File: src/rtl/elastic_buffer.sv
// Elastic FIFO stage that registers one operand stream on the valid/stop handshake.
// Latency: 1 cycle from push to head of queue (no bypass); 1 transfer/cycle sustained at DEPTH>=2.
// Backpressure: stop_input depends only on registered occupancy, which breaks the stop path.
module elastic_buffer #(
  parameter int DATA_WIDTH = 32,
  parameter int DEPTH      = 2,
  parameter int PTR_WIDTH  = $clog2(DEPTH),
  parameter int CNT_WIDTH  = $clog2(DEPTH + 1)
) (
  input  logic                  clk,
  input  logic                  reset_n,
  input  logic [DATA_WIDTH-1:0] input_data,
  input  logic                  valid_input,
  output logic                  stop_input,
  output logic [DATA_WIDTH-1:0] output_data,
  output logic                  valid_output,
  input  logic                  stop_output,
  output logic [CNT_WIDTH-1:0]  occupancy
);

  logic [DATA_WIDTH-1:0] mem_q [DEPTH];
  logic [PTR_WIDTH-1:0]  wp_q, wp_d;
  logic [PTR_WIDTH-1:0]  rp_q, rp_d;
  logic [CNT_WIDTH-1:0]  cnt_q, cnt_d;
  logic                  push;
  logic                  pop;

  // Pointers wrap explicitly so non-power-of-two depths stay inside the array.
  function automatic logic [PTR_WIDTH-1:0] ptr_inc(input logic [PTR_WIDTH-1:0] p);
    return (p == PTR_WIDTH'(DEPTH - 1)) ? '0 : p + PTR_WIDTH'(1);
  endfunction

  // Transfers happening at the coming edge; both handshake flags come from registered state.
  always_comb begin
    push = valid_input && !stop_input;
    pop  = valid_output && !stop_output;
  end

  // Next-state pointers and count; simultaneous push and pop leave the count unchanged.
  always_comb begin
    wp_d  = push ? ptr_inc(wp_q) : wp_q;
    rp_d  = pop  ? ptr_inc(rp_q) : rp_q;
    cnt_d = cnt_q;
    if (push && !pop) begin
      cnt_d = cnt_q + CNT_WIDTH'(1);
    end else if (pop && !push) begin
      cnt_d = cnt_q - CNT_WIDTH'(1);
    end
  end

  // Control state; reset empties the queue immediately.
  always_ff @(posedge clk or negedge reset_n) begin
    if (!reset_n) begin
      wp_q  <= '0;
      rp_q  <= '0;
      cnt_q <= '0;
    end else begin
      wp_q  <= wp_d;
      rp_q  <= rp_d;
      cnt_q <= cnt_d;
    end
  end

  // Payload storage is not reset; an entry is only visible once counted.
  always_ff @(posedge clk) begin
    if (push) begin
      mem_q[wp_q] <= input_data;
    end
  end

  // Outputs are pure functions of registered state, with no path from valid_input or stop_output.
  always_comb begin
    valid_output = (cnt_q != '0);
    stop_input   = (cnt_q == CNT_WIDTH'(DEPTH));
    output_data  = mem_q[rp_q];
    occupancy    = cnt_q;
  end

  // Simulation checks: count bounds and the producer's hold-while-stopped obligation.
  a_cnt_bound: assert property (@(posedge clk) disable iff (!reset_n)
    cnt_q <= CNT_WIDTH'(DEPTH));
  a_no_overflow: assert property (@(posedge clk) disable iff (!reset_n)
    push |-> (cnt_q != CNT_WIDTH'(DEPTH)));
  a_no_underflow: assert property (@(posedge clk) disable iff (!reset_n)
    pop |-> (cnt_q != '0));
  a_producer_hold: assert property (@(posedge clk) disable iff (!reset_n)
    (valid_input && stop_input) |=> (valid_input && $stable(input_data)));

endmodule

File: config.mk
export PLATFORM = sky130hd
export DESIGN_NAME = elastic_buffer
export DESIGN_NICKNAME = d
export VERILOG_FILES = /design/src/rtl/elastic_buffer.sv
export SDC_FILE = /design/constraint.sdc
export NUM_CORES = 1
export LEC_CHECK = 0
export CORE_AREA = 2 2 78 80
export DETAILED_ROUTE_END_ITERATION = 8
export DIE_AREA = 0 0 80 82
export GPL_TIMING_DRIVEN = 0
export PLACE_DENSITY = 0.87
export SYNTH_ARGS = -nofsm -noshare
export SYNTH_HDL_FRONTEND = slang
export SYNTH_SLANG_ARGS = --single-unit
File: constraint.sdc
create_clock -name clk -period 3 [get_ports clk]
set_input_delay 0.6 -clock clk [delete_from_list [all_inputs] [get_ports clk]]
set_output_delay 0.6 -clock clk [all_outputs]
set_load 0.005 [all_outputs]
* After elaboration in Yosys (flattened, before gate mapping)
Memory sizes are Yosys's and may differ from the RTL's.
Index checks and enable logic that the tools add are counted.
** Storage, ports and cells
- Flip-flop bits (word level) :: 4
- Bits in latches :: 0
- Bits in writable memories :: 64
- ROM bits :: 0
- Input port bits :: 36
- Output and inout port bits :: 36
- Word-level logic and storage cells :: 25
- Memories kept :: 1
** Memory list
- mem_q :: words 2, width 32, rd ports 1, clocked after Yosys merged registers in 0, write ports 1, RTL line 21 : logic [DATA_WIDTH-1:0] mem_q [DEPTH];
** Operators by class
- Add/sub/neg operators :: 4
- Multipliers :: 0
- Divide/modulo/power cells :: 0
- Order comparisons :: 0
- Eq/ne operators :: 1
- Shift-type cells :: 0
- Mux-type cells :: 6
- Bitwise logic cells :: 0
- Reductions and logical operators :: 10
** Operators with widths (number)
- $logic_and 1x1->1 :: 4
- $logic_not 1->1 :: 4
- $mux 1 :: 4
- $mux 2 :: 2
- $reduce_bool 2->1 :: 2
- $add 1x1->1 const B :: 2
- $add 2x1->2 const B :: 1
- $eq 2x2->1 const B :: 1
- $sub 2x1->2 const B :: 1

* Longest topological paths before layout
- Depth in word-level cells :: 7
- Depth in mapped cells :: 7
- Gate-level depth less buffers :: 7

* Worst setup path after synthesis
No wires, ideal clock.
- Path type :: input port to flip-flop
- Start :: in valid_input
- End :: mem mem_q[0][0] (enable)
- Library setup time :: 421 ps
- Arrival time :: 2043 ps
- Data required time :: 2579 ps
- Setup slack :: 536 ps
- Stages :: 2
- Path buffers :: 0
- Cell sequence :: nand2_1 -> nor2_1
** Between the ends
- Cells in the longest elaborated chain, start to end :: 3
** RTL lines
- start, declared :: RTL line 13 : input logic valid_input,
- $logic_and 1x1->1 :: RTL line 35 : push = valid_input && !stop_input;
- $mux 1 :: RTL line 66 : if (push) begin
- $mux 1 (not written as such) :: RTL line 67 : mem_q[wp_q] <= input_data;
- end, declared :: RTL line 21
Every way passes these cells.

* Final worst setup path
- Start :: reg rp_q
- End :: out output_data[3]
** Between the ends
- Cells in the longest elaborated chain, start to end :: 1
** RTL lines
- start, declared :: RTL line 23 : logic [PTR_WIDTH-1:0] rp_q, rp_d;
- start signal, assigned :: RTL line 59 : rp_q <= rp_d;
- $mem_v2 2x32
- end, declared :: RTL line 15 : output logic [DATA_WIDTH-1:0] output_data,
Every way passes these cells.

==> results.md <==
- Initial core utilization: 0.464
- Hpwl dp: between 2 and 3 mm
- Pwr Total: 0.00339 W
- Total of max-cap violations: 0
- Final Max Slew Viols: 0
- R2r worst-path depth: 3
- FMAX: 0.425 GHz
- Vias in the first global route: 1383
- Commonest cells after routing, fill and taps aside: 71 x clkdlybuf4s50_1, 64 x edfxtp_1, 29 x mux2_4
- Core Area: 5750 sq um
- Largest net degree at the start of global routing: 33
- Setup CP Type: reg2out
- Clock transition at path regs: 0.07 ns
- Most common cell after layout, fill and taps aside: clkdlybuf4s50_1
- P&R area growth vs syn: 37.6%
- CTS buffer count: 9
- Post-Route Skew: 0.00965 ns
- IO Pins: 72
- Chip Height: 82 microns
- Initial DRC Count: 55
- Port-buffer cells: 71
- Synth top area cells: edfxtp_1 72%, mux2_4 16%, dfrtp_1 3.8%, buf_12 2.3%, mux2_2 1.3%
- Routed vias/inst: 4.70
- Final wirelength: ~4.2 mm
- Ant diodes: 0
- Worst skew pair latency: 0.32 ns
- Initial antenna violation count: 0
- Cells after DPL: 265
- Fin worst setup slack: 0.649 ns
- RD Place Congestion: 0.701
- Worst slew pin tran: 0.949 ns
- Run status: finished clean
- Global-route wire length before repair: 6.68 mm
- Rel. slew slack: 0.366
- Dpl ws: 0.641 ns
- Crit Path Max Fanout: 10
- DP Area: approximately 3500 sq um
- DRC errors left: 0
- H-tree depth: 3
- Post-Synthesis Cells: about 120
- Sequential area share after synthesis: 0.759
- Design area: 3670 sq um
- Tcrit/Tclk final: 0.784
- CP startpoint kind: register
- Grt total ovfl: 0
- GRT Overall Usage: 0.142
- Yosys cell types: 16
- Post-synth top area cell: edfxtp_1
- Max clock buf depth: 2
- Worst hold slack: 0.491 ns
- PostCTS Resize Cnt: 0
- Post-CTS setup repair buffer count: 0
- Fillers: 413
- Drt pass-1 iters: 4
- FF-to-FF End: mem_q[0][21]$_DFFE_PP_
- Root buffer cell: clkbuf_8
- Reg2Reg Launch Point: occupancy[0]$_DFFE_PN0P_
- #FFs+latches synth: 68
- Nets: roughly 240
- Syn Nets: 156
- Row count: 28
- Crit end category: primary output
- CTS tree: built
- Final Hold Viols: 0
- Via Count: 1321
- Final std cells w/o fill: 281
- Hold Crit Class: in2async
- Routed Antenna Nets: 0
- Post-Syn Area: between 2000 and 3000 sq um
- Worst EP required: 2.40 ns
- Pleak: 1.36 nW
- Share of cells above drive strength 1: 0.248
- CTS Hold Buffers Added: 0
- Avg Inst Size Synth: about 22 sq um
- Die W: roughly 80 microns
- Post-route minimum period: 2.35 ns
- Routed len/inst: 15.1 microns
- Synth Warn #: 0
- PwrDens: 926 nW/um^2
- Post-synth top area share: 0.721
- Die Area: 6560 sq um
- CTS sink cnt: 68
- Crit path DAT: approximately 1.8 ns
- Peak supply drop: a little under 0.6 mV
- Worst R2R Setup Slack: 1.13 ns
- Setup violations, final: 0
- RSZ-0062 raised after global routing: no
==> metrics by stage <==
stage                     TNS, ns   util
after floorplan                 0      -
after global placement     -21.62  0.604
after detailed placement        0  0.605
after CTS                       0  0.638
after global routing            0  0.638
final                           0  0.638
==> worst max-delay path, stage by stage (launching register included) <==
cell and delay (ns):
dfrtp_1 0.37, buf_6 0.14, buf_12 0.15, mux2_4 0.29
clkdlybuf4s50_1 0.49
==> Yosys cell counts <==
master,number
nand2b_2,1
nor2_1,2
edfxtp_1,64
ha_1,1
nand2b_1,1
xor2_1,2
buf_6,1
mux2_4,29
nand2_1,1
and3_1,1
xnor2_1,3
or2_1,1
buf_12,3
dfrtp_1,4
inv_1,2
mux2_2,3
==> logic make-up after synthesis <==
logic type | synth area share
XOR/XNOR | 0.0164
adder cells (fa/ha/maj) | 0.00469
buffers and inverters | 0.0296
flip-flops | 0.759
multiplexers | 0.176
AND/OR/NAND/NOR | 0.0146
==> layer usage <==
layer  part of all wire  track usage  vias to the layer above
li1                   -            -                      619
met1               0.41        0.169                      639
met2               0.50        0.232                       54
met3              0.065       0.0297                        9
met4              0.029        0.100                        0
met5                  0            0                        -
==> flip-flops by register name (all words and copies together), names as in the netlist <==
signal,flops
mem_q,64
occupancy,2
rp_q,1
wp_q,1
==> report_power, final <==
group / internal (W) / switching [W]
logic: 0.000847 / 0.000469
clock network: 0.000404 / 0.000295
registers: 0.00131 / 0.0000735
total: 0.00256 / 0.000837
==> final cells by class <==
type | count | area, sq um | share of cell area
Multi-Input combinational cell | 45 | 573 | 0.156
Buffer | 4 | 71.3 | 0.0195
Sequential cell | 68 | 2020 | 0.552
Inverter | 2 | 7.51 | 0.00205
Timing Repair Buffer | 71 | 711 | 0.194
Clock inverter | 3 | 38.8 | 0.0106
Clock buffer | 13 | 149 | 0.0406
Tap cell | 75 | 93.8 | 0.0256
==> worst max path at each step <==
stage / from / end / slack, ns / cells past startpoint
2_1_floorplan: valid_input / mem_q[0][0]$_DFFE_PP_ / 0.54 / 2
3_3_place_gp: valid_input / mem_q[0][17]$_DFFE_PP_ / -0.68 / 3
3_5_place_dp: valid_input / mem_q[0][20]$_DFFE_PP_ / 0.64 / 3
4_1_cts: rp_q$_DFFE_PN0P_ / output_data[3] / 0.62 / 4
5_1_grt: rp_q$_DFFE_PN0P_ / output_data[3] / 0.60 / 4
6_report: rp_q$_DFFE_PN0P_ / output_data[3] / 0.65 / 4
(Power assumes the default switching activity.)
